File: config.mk
export PLATFORM = sky130hd
export DESIGN_NAME = a2bus_read_arbiter
export DESIGN_NICKNAME = d
export VERILOG_FILES = /design/src/rtl/a2bus_read_arbiter.sv
export SDC_FILE = /design/constraint.sdc
export NUM_CORES = 1
export LEC_CHECK = 0
export CAP_MARGIN = 20
export CORE_MARGIN = 3
export CORE_UTILIZATION = 43
export CTS_CLUSTER_SIZE = 10
export DETAILED_ROUTE_END_ITERATION = 8
export GPL_ROUTABILITY_DRIVEN = 0
export HOLD_SLACK_MARGIN = 0.12
export PLACE_DENSITY = 0.76
export SLEW_MARGIN = 20
export SYNTH_ARGS = -nofsm -noshare
export SYNTH_HDL_FRONTEND = slang
export SYNTH_SLANG_ARGS = --single-unit
File: constraint.sdc
create_clock -name clk_logic_i -period 2 [get_ports clk_logic_i]
set_input_delay 0.3 -clock clk_logic_i [delete_from_list [all_inputs] [get_ports clk_logic_i]]
set_output_delay 0.3 -clock clk_logic_i [all_outputs]
set_load 0.01 [all_outputs]
File: src/rtl/a2bus_read_arbiter.sv
// a2bus_read_arbiter: round-robin arbiter sharing the Apple II data-bus drive path between read responders
// Ports: clk_logic_i / system_reset_n_i logic clock and async active-low reset; enable_i arbiter enable;
//   phi0_posedge_i / phi0_negedge_i phase pulses; addr_valid_i / rw_n_i address strobe and latched R/W;
//   req_i / rd_data_i requester claims and bytes; grant_o / ack_o one-hot winner and completion pulse;
//   data_o / data_oe_o bus byte and drive enable; conflict_count_o saturating multi-request count;
//   error_o sticky timeout/overrun flag.
module a2bus_read_arbiter #(
  parameter int NUM_REQ           = 4,
  parameter int DRIVE_START_COUNT = 4,
  parameter int DRIVE_HOLD_COUNT  = 3,
  parameter int TIMEOUT_COUNT     = 60
) (
  input  logic                 clk_logic_i,
  input  logic                 system_reset_n_i,
  input  logic                 enable_i,
  input  logic                 phi0_posedge_i,
  input  logic                 phi0_negedge_i,
  input  logic                 addr_valid_i,
  input  logic                 rw_n_i,
  input  logic [NUM_REQ-1:0]   req_i,
  input  logic [8*NUM_REQ-1:0] rd_data_i,
  output logic [NUM_REQ-1:0]   grant_o,
  output logic [NUM_REQ-1:0]   ack_o,
  output logic [7:0]           data_o,
  output logic                 data_oe_o,
  output logic [7:0]           conflict_count_o,
  output logic                 error_o
);
  localparam logic [1:0] IDLE  = 2'd0;
  localparam logic [1:0] ARMED = 2'd1;
  localparam logic [1:0] DRIVE = 2'd2;
  localparam logic [1:0] HOLD  = 2'd3;
  localparam logic [5:0] START_CNT = 6'(DRIVE_START_COUNT);
  localparam logic [5:0] HOLD_CNT  = 6'(DRIVE_HOLD_COUNT);
  localparam logic [5:0] TO_LAST   = 6'(TIMEOUT_COUNT - 1);
  localparam logic [2:0] LAST_REQ  = 3'(NUM_REQ - 1);
  logic [1:0]         state;
  logic [5:0]         cnt;
  logic [2:0]         ptr;
  logic [2:0]         gidx;
  logic [2:0]         hi_idx;
  logic [2:0]         lo_idx;
  logic [2:0]         win_idx;
  logic               hi_hit;
  logic               phase_seen;
  logic               multi;
  logic               take;
  logic [NUM_REQ-1:0] win_onehot;
  logic [7:0]         win_byte;
  // Round-robin: lowest requester at or above ptr, else wrap to the lowest requester overall.
  always_comb begin
    hi_idx = '0;
    lo_idx = '0;
    hi_hit = 1'b0;
    for (int i = NUM_REQ - 1; i >= 0; i--) begin
      if (req_i[i]) lo_idx = 3'(i);
      if (req_i[i] && 3'(i) >= ptr) begin
        hi_idx = 3'(i);
        hi_hit = 1'b1;
      end
    end
  end
  always_comb begin
    win_byte = '0;
    for (int i = 0; i < NUM_REQ; i++) begin
      if (gidx == 3'(i)) win_byte = rd_data_i[8*i +: 8];
    end
  end
  assign win_idx    = hi_hit ? hi_idx : lo_idx;
  assign win_onehot = NUM_REQ'(1) << win_idx;
  assign multi      = $countones(req_i) > 1;
  assign take       = addr_valid_i && rw_n_i && (|req_i) && enable_i;
  always_ff @(posedge clk_logic_i or negedge system_reset_n_i) begin
    if (!system_reset_n_i) begin
      state            <= IDLE;
      cnt              <= '0;
      ptr              <= '0;
      gidx             <= '0;
      phase_seen       <= 1'b0;
      grant_o          <= '0;
      ack_o            <= '0;
      data_o           <= '0;
      data_oe_o        <= 1'b0;
      conflict_count_o <= '0;
      error_o          <= 1'b0;
    end else begin
      ack_o <= '0;
      if (addr_valid_i && state != IDLE) error_o <= 1'b1;
      if (state != IDLE && !enable_i) begin
        state     <= IDLE;
        grant_o   <= '0;
        data_oe_o <= 1'b0;
      end else begin
        case (state)
          IDLE: begin
            if (take) begin
              state      <= ARMED;
              grant_o    <= win_onehot;
              gidx       <= win_idx;
              ptr        <= (win_idx == LAST_REQ) ? 3'd0 : win_idx + 3'd1;
              cnt        <= '0;
              phase_seen <= 1'b0;
              if (multi && conflict_count_o != 8'hFF) conflict_count_o <= conflict_count_o + 8'd1;
            end
          end
          ARMED: begin
            if (phi0_posedge_i) begin
              cnt        <= '0;
              phase_seen <= 1'b1;
            end else if (phase_seen && cnt == START_CNT) begin
              data_o    <= win_byte;
              data_oe_o <= 1'b1;
              state     <= DRIVE;
              cnt       <= '0;
            end else if (cnt == TO_LAST) begin
              state   <= IDLE;
              grant_o <= '0;
              error_o <= 1'b1;
            end else begin
              cnt <= cnt + 6'd1;
            end
          end
          DRIVE: begin
            if (phi0_negedge_i) begin
              state <= HOLD;
              cnt   <= '0;
            end else if (cnt == TO_LAST) begin
              state     <= IDLE;
              grant_o   <= '0;
              data_oe_o <= 1'b0;
              error_o   <= 1'b1;
            end else begin
              cnt <= cnt + 6'd1;
            end
          end
          default: begin
            if (cnt == HOLD_CNT) begin
              state     <= IDLE;
              grant_o   <= '0;
              data_oe_o <= 1'b0;
              ack_o     <= grant_o;
            end else begin
              cnt <= cnt + 6'd1;
            end
          end
        endcase
      end
    end
  end
endmodule

# Yosys cells after proc, flatten, opt, wreduce, memory -nomap -nowiden
# Cells that the tools add are included.
[totals] romBits=0 ram_bits=0 n_memories=0 out_inout_bits=26 latchBits=0 regBits=41
[op_classes] bitwise_logic=2 shift=1 n_mul=0 muxes=61 n_reduce_logical=28 eq_ne=20 order_cmp=5 addsub=6 div=0
[ops] cell="$mux W4" n=10
[ops] cell="$mux W6" n=6
[ops] cell="$mux W8" n=4
[ops] cell="$mux W3" n=7
[ops] cell="$mux W2" n=10
[ops] cell="$mux W1" n=18
[ops] cell="$ne A3 B3 Y1 const B" n=6
[ops] cell="$pmux W6 S3" n=1
[ops] cell="$pmux W4 S3" n=1
[ops] cell="$reduce_and A4 Y1" n=3
[ops] cell="$logic_and A1 B1 Y1" n=11
[ops] cell="$eq A3 B2 Y1 const B" n=3
[ops] cell="$reduce_and A3 Y1" n=3
[ops] cell="$add A8 B1 Y8 const B" n=1
[ops] cell="$ne A8 B8 Y1 const B" n=1
[ops] cell="$add A6 B1 Y6 const B" n=1
[ops] cell="$eq A6 B2 Y1 const B" n=1
[ops] cell="$eq A6 B3 Y1 const B" n=1
[ops] cell="$eq A6 B6 Y1 const B" n=1
[ops] cell="$ge A1 B3 Y1 const A" n=2
[ops] cell="$ge A2 B3 Y1 const A" n=2
[ops] cell="$ne A2 B2 Y1 const B" n=3
[ops] cell="$pmux W2 S3" n=1
[ops] cell="$reduce_and A6 Y1" n=1
[ops] cell="21 further kinds" n=25

# Logic depth before layout (Yosys ltp)
# Gate-level depths: netlist of the first run.
[logic_depth] word_depth=11 ltp_mapped=9 ltp_nobuf=7

# Worst setup path after synthesis of the first run
# No wires, ideal clock.
[synth_path] path_kind="register to register" start="register state[0]" end="register state[1]" setup_slack_ns=0.067 setup_time_ns=0.126 path_stages_with_launch=10 arrival_time_ns=1.807 period_less_slack_ns=1.933 cell_sequence="dfrtp_1 -> inv_1 -> ha_1 -> buf_6 -> or2_2 -> clkbuf_1 -> o21ai_0 -> o22a_2 -> nor2_1 -> a221o_1"
[synth_between] elab_chain_cells=4
[synth_rtl] item="start: declaration" line_no="37" text="logic [1:0] state;"
[synth_rtl] item="start signal: assignment" line_no="75" text="state <= IDLE;"
[synth_rtl] item="start signal: assignment" line_no="90" text="state <= IDLE;"
[synth_rtl] item="start signal: assignment" line_no="97" text="state <= ARMED;"
[synth_rtl] item="$reduce_bool A2 Y1" line_no="89" text="if (state != IDLE && !enable_i) begin"
[synth_rtl] item="$logic_and A1 B1 Y1" line_no="89"
[synth_rtl] item="$ne A3 B3 Y1 (no line) or $reduce_bool A5 Y1 (tied branches)"
[synth_rtl] item="$reduce_and A3 Y1 (no line)"
# Several ways; a longest one is shown, not always the timed one.
# A chain may end at the register's enable or synchronous reset.

# Worst setup path in the final report of the first run
[layout_path] start="input port req_i[3]" end="register conflict_count_o[1]"
[layout_between] elab_chain_cells=5
[layout_rtl] item="start: declaration" line_no="20" text="input logic [NUM_REQ-1:0] req_i,"
[layout_rtl] item="$add A1 B1 Y2 (not written as such)" line_no="71" text="assign multi = $countones(req_i) > 1;"
[layout_rtl] item="$add A2 B2 Y3 (not written as such)" line_no="71"
[layout_rtl] item="$gt A3 B1 Y1" line_no="71"
[layout_rtl] item="$logic_and A1 B1 Y1" line_no="103" text="if (multi && conflict_count_o != 8'hFF) conflict_count_o <= conflict_count_o + 8'd1;"
[layout_rtl] item="$reduce_and A4 Y1 (no line) (*)"
[layout_rtl] item="end signal: assignment" line_no="103"
[layout_rtl] item="end: declaration" line_no="26" text="output logic [7:0] conflict_count_o,"
# Every way passes the cells marked *; elsewhere a longest branch is shown, timed or not.

==> results of run 1 <==
-- cell families (layout without fill, tap and decap cells) --
family                     Yosys count  in the layout
buffers and inverters               21            121
muxes                               18             18
xor gates and xnor gates             6              6
DFF                                 39             39
adders and majority gates           14             14
AOI/OAI and AO/OA                   51             51
and+or+nand+nor                     69             69
-- registers in the layout, indices dropped and copies added (netlist names) --
signal / cells
data_oe_o: 1
state: 2
phase_seen: 1
ack_o: 4
ptr: 2
data_o: 8
conflict_count_o: 8
error_o: 1
grant_o: 4
cnt: 6
gidx: 2
-- final cells by class --
class | instances | area (um2) | area share
Tap cell | 70 | 87.6 | 0.0247
Multi-Input combinational cell | 158 | 1350 | 0.382
Clock inverter | 2 | 60.1 | 0.0170
Sequential cell | 39 | 977 | 0.276
Inverter | 14 | 52.6 | 0.0148
Timing Repair Buffer | 99 | 937 | 0.265
Clock buffer | 6 | 72.6 | 0.0205
-- where the power goes --
part           internal, mW  switching, mW  leakage, nW
Combinational         0.749          0.645        0.994
Clock                 0.499          0.278       0.0654
Sequential            0.930          0.182        0.523
-- placed cells by master (no fill, tap or decap), types with 8 or more instances in the layout --
master	count
dfrtp_1	38
inv_1	13
ha_1	12
nand2_1	15
o21ai_0	10
buf_4	28
clkdlybuf4s50_1	65
nor2_1	8
mux2_2	10
mux4_2	8
nand3_1	9
-- worst max-delay path, cell delays in order --
cell and delay, ns:
clkdlybuf4s50_1 0.48, fa_1 0.52, a21o_1 0.12, o21ai_0 0.07, nor2_1 0.10, buf_4 0.16
mux2_2 0.33
-- through the flow --
step	hold slack (ns)	cell area [um2]	total power, mW
6_report	0.508	3540	3.28
5_1_grt	0.535	3540	3.49
4_1_cts	0.510	3530	3.29
3_5_place_dp	0.387	3390	2.49
3_3_place_gp	0.394	3390	2.45
2_1_floorplan	0.00441	2410	1.91
-- worst max-delay path by stage --
stage / startpoint / to / slack (ns) / depth (start not counted)
2_1_floorplan: state[0] / state[1] / 0.07 / 9
3_3_place_gp: req_i[0] / state[1] / -0.30 / 8
3_5_place_dp: req_i[0] / state[1] / -0.33 / 8
4_1_cts: state[0] / data_o[6] / 0.001 / 7
5_1_grt: state[1] / data_o[5] / 0.02 / 7
6_report: req_i[3] / conflict_count_o[1] / 0.09 / 7
-- what timing repair did --
action | 4_1_cts | 5_1_grt
cloned | 0 | 0
buffers inserted | 0 | 0
pin swaps | 0 | 1
endpoints found under the setup margin | 9 | 14
endpoints found under the hold margin | 39 | 0
hold buffers | 1 | 0
gates resized for setup | 3 | 5
-- per-layer routing --
layer	wire length [um]	track usage
met1	2540	0.224
met2	2880	0.342
met3	549	0.0621
met4	104	0.0726
met5	0	0
==> qor.txt, run 1 <==
number of CTS-inserted buffers = 5
main combinational cell family by area after synthesis = simple AND/OR/NAND/NOR gates
clock root buffer = clkbuf_8
GRT Resource Usage Total = 0.196
vias in the first global route = 2242
worst slack at placement = -0.329 ns
Die Width = 80.9 um
mux share of post-synthesis cell area = 0.121
Synth top cells by count = dfrtp_1 (39), nand2_1 (16), inv_1 (14)
Most used DFF post-synth = dfrtp_1
dpl cells = 379
Ant. Diodes = 0
filler instances = 414
Critical Path Fanout Max = 8
core area = 0.00527 mm2
Synth Instances = 218
routed len/inst = 15.7 um
xor/xnor share of the synthesized area = 0.0218
DRT Wirelength = 6080 um
Final Critical Period = 1.91 ns
R2R cell count = 6
status = finished, final reports clean
worst vdd ir = 0.607 mV
crit share post-route = 0.956
synth top area cells = dfrtp_1 (40%), mux4_2 (7.5%), ha_1 (6.7%)
share of post-route cells with drive strength above 1 = 0.230
complex-gate fraction of the synthesized area = 0.168
worst skew pair latency = 0.30 ns
Worst Setup End Kind = flip-flop
CP required = 2.19 ns
Starting Density = 0.458
CTS tree = yes
post-route setup TNS = 0 ns
RSZ-0062 raised after global routing = no
total grt overflow = 0
vias post-DR = 2146
Worst-path clk slew = 0.08 ns
crit path DAT = 2.10 ns
FMAX = 523 MHz
Worst Min Path Start = conflict_count_o[7]
area share of the largest cell type after synthesis = 0.405
I/O pins = 69
top-count cell post-synth = dfrtp_1
critical path launch point type = primary input
first-pass GRT wire length = 9990 um
Mapped Nets = 275
critical path class = in2reg
# DRC = 0
Slew Limit Headroom = 0.672
initial antenna violation count = 0
EDFF count, synth = 0
final worst-path setup slack = 0.0873 ns
register area share after synthesis = 0.405
Max Transition Viols Final = 0
LEAKAGE = 1.58 nW
Final nets = 374
RR Startpoint = state[1]
DR vias/cell = 5.53
final hold viol count = 0
worst-margin pin slew = 0.492 ns
Post-Synth Simple-Gate Area = 0.170
Util after Layout = 0.672
fraction of registers with async set/reset = 1.00
CTS Buffer Depth = 2
min-delay worst type = reg2reg
H-tree depth = 2
drt pass-1 iters = 4
library cells used by synthesis = 53
Final Non-Filler Cells = 388
PortBufs = 68
Synth Register Bits = 39
hold depth = 1
clock skew = 0.0123 ns
r2r setup slk = 0.12 ns
largest net degree at the start of global routing = 40
Hold Path End = conflict_count_o[7]
die footprint = 0.00654 mm2
synthesized cell area = 0.00241 mm2
biggest area consumer among synthesized cells = dfrtp_1
Synth Area in Adders = 0.0757
final antenna-violating net count = 0
initial drt markers = 124
worst r2r dst = cnt[0]
maxcap violations = 0
PD cells = 927 mW/mm2
# setup viols final = 0
Sink Count = 39
mean area per synthesized cell = 11.1 um2
yosys warns = 0
area delta synth->final = 46.8%
die height = 80.9 um
FP Rows = 26
DP Wirelength = 4720 um
Power figures use the tool's default switching activity.
==> run 2, diff against run 1 <==
Settings changed: ABC_CLOCK_PERIOD_IN_PS from default to 2000.
==> results of run 2 <==
Final layout, timing and power as in run 1 (identical DEF).
==> run 3, diff against run 2 <==
Settings changed: REMOVE_ABC_BUFFERS from default to 1.
==> qor.txt, run 3 (same netlist as run 1, synthesis figures left out) <==
filler instances = 446
CP required = 2.18 ns
crit share post-route = 0.940
core area = 0.00527 mm2
met3 WL = 586 um
crit path DAT = 2.06 ns
maxcap violations = 0
post-route setup TNS = 0 ns
postcts setup bufs = 0
vias post-DR = 2131
share of post-route cells with drive strength above 1 = 0.232
min-delay worst type = reg2reg
Ant. Diodes = 0
r2r setup slk = 0.12 ns
largest registers = conflict_count_o x8, data_o x8, cnt x6
DR vias/cell = 5.48
# setup viols final = 0
GRT Resource Usage Total = 0.191
FMAX = 532 MHz
LEAKAGE = 1.59 nW
multi-input combinational cell area = 0.00135 mm2
final hold viol count = 0
first-pass GRT wire length = 9830 um
total grt overflow = 0
I/O pins = 69
Critical Path Fanout Max = 7
worst skew pair latency = 0.29 ns
worst vdd ir = 0.518 mV
# DRC = 0
status = finished, final reports clean
Post-DP Area = 0.00339 mm2
routed len/inst = 15.4 um
Final nets = 375
Final Critical Period = 1.88 ns
commonest non-fill, non-tap cell in the layout = clkdlybuf4s50_1
Slew Limit Headroom = 0.679
Die Width = 80.9 um
Max Transition Viols Final = 0
CTS Buffer Depth = 2
Sink Count = 39
vias in the first global route = 2072
final antenna-violating net count = 0
die footprint = 0.00654 mm2
DP Wirelength = 4600 um
FP Rows = 26
Seq. cell area = 977 um2
Starting Density = 0.458
initial drt markers = 68
PD cells = 888 mW/mm2
Util after Layout = 0.671
clock root buffer = clkbuf_8
CTS tree = yes
drt pass-1 iters = 4
PortBufs = 68
max layer used = met4
commonest cells after routing, fill and taps aside = clkdlybuf4s50_1 (65), dfrtp_1 (38), buf_4 (29)
Design Area, Final = 0.00354 mm2
Worst-path clk slew = 0.08 ns
DRT Wirelength = 6000 um
critical path class = reg2reg
die height = 80.9 um
RSZ-0062 raised after global routing = no
clock skew = 0.00681 ns
area delta synth->final = 46.6%
largest net degree at the start of global routing = 40
H-tree depth = 2
initial antenna violation count = 0
worst-margin pin slew = 0.481 ns
critical path launch point type = flip-flop
WL met1 = 2540 um
met2 wire len = 2800 um
Worst Setup End Kind = flip-flop
number of CTS-inserted buffers = 5
==> run 3: cell types whose count changed in the layout (fill, tap and decap cells not counted) <==
cell,before,now
dlymetal6s2s_1,1,2
inv_2,1,0
bufinv_16,2,1
clkbuf_1,1,0
inv_1,13,14
dlygate4sd2_1,1,0
clkinv_2,0,1
buf_4,28,29
clkbuf_8,5,6
==> run 3: power by group <==
| part | total, mW | leakage [nW] | switching (mW) | internal [mW] |
|---|---|---|---|---|
| Sequential | 1.09 | 0.523 | 0.159 | 0.930 |
| Combinational | 1.37 | 1.01 | 0.639 | 0.735 |
| Clock | 0.678 | 0.0612 | 0.274 | 0.404 |
==> run 3: layout make-up <==
cell class / instances / share of cell area
Clock buffer: 6 / 0.0233
Sequential cell: 39 / 0.276
Tap cell: 70 / 0.0248
Timing Repair Buffer: 100 / 0.268
Multi-Input combinational cell: 158 / 0.383
Clock inverter: 2 / 0.00990
Inverter: 14 / 0.0149
==> run 3: layer usage <==
layer | up-vias | global-route usage
met5 | - | 0
met4 | 0 | 0.0524
met3 | 9 | 0.0643
met2 | 82 | 0.319
met1 | 1023 | 0.237
li1 | 1017 | -
==> run 3: worst max-delay path, stage by stage, from the launching register on <==
cell	delay [ns]
dfrtp_1	0.40
inv_1	0.11
ha_1	0.22
and2b_2	0.22
a311oi_4	0.42
nor3b_2	0.11
mux2_2	0.28
==> run 3: metrics by stage <==
step                setup slack [ns]  cells  total power, mW  hold WS [ns]
finish                         0.119    389             3.14         0.507
global route                  0.0116    389             3.37         0.532
CTS                           0.0131    389             3.16         0.511
detailed placement            -0.315    380             2.46         0.390
global placement              -0.282    380             2.43         0.383
floorplan                    -0.0104    211             1.87       0.00441
==> run 3: repair_timing <==
item / CTS / global route
resized for setup: 1 / 6
hold buffers: 1 / 0
hold endpoints to repair: 39 / 0
setup endpoints to repair: 1 / 15
==> run 3: worst paths after layout <==
path	from	to	depth (start not counted)
setup reg to reg	state[0]	cnt[0]	6
min in group asynchronous	system_reset_n_i	cnt[3]	3
hold / removal	data_o[3]	data_o[3]	1
hold reg to reg	data_o[3]	data_o[3]	1
max in group asynchronous	system_reset_n_i	state[1]	3
setup / recovery	state[0]	cnt[0]	6
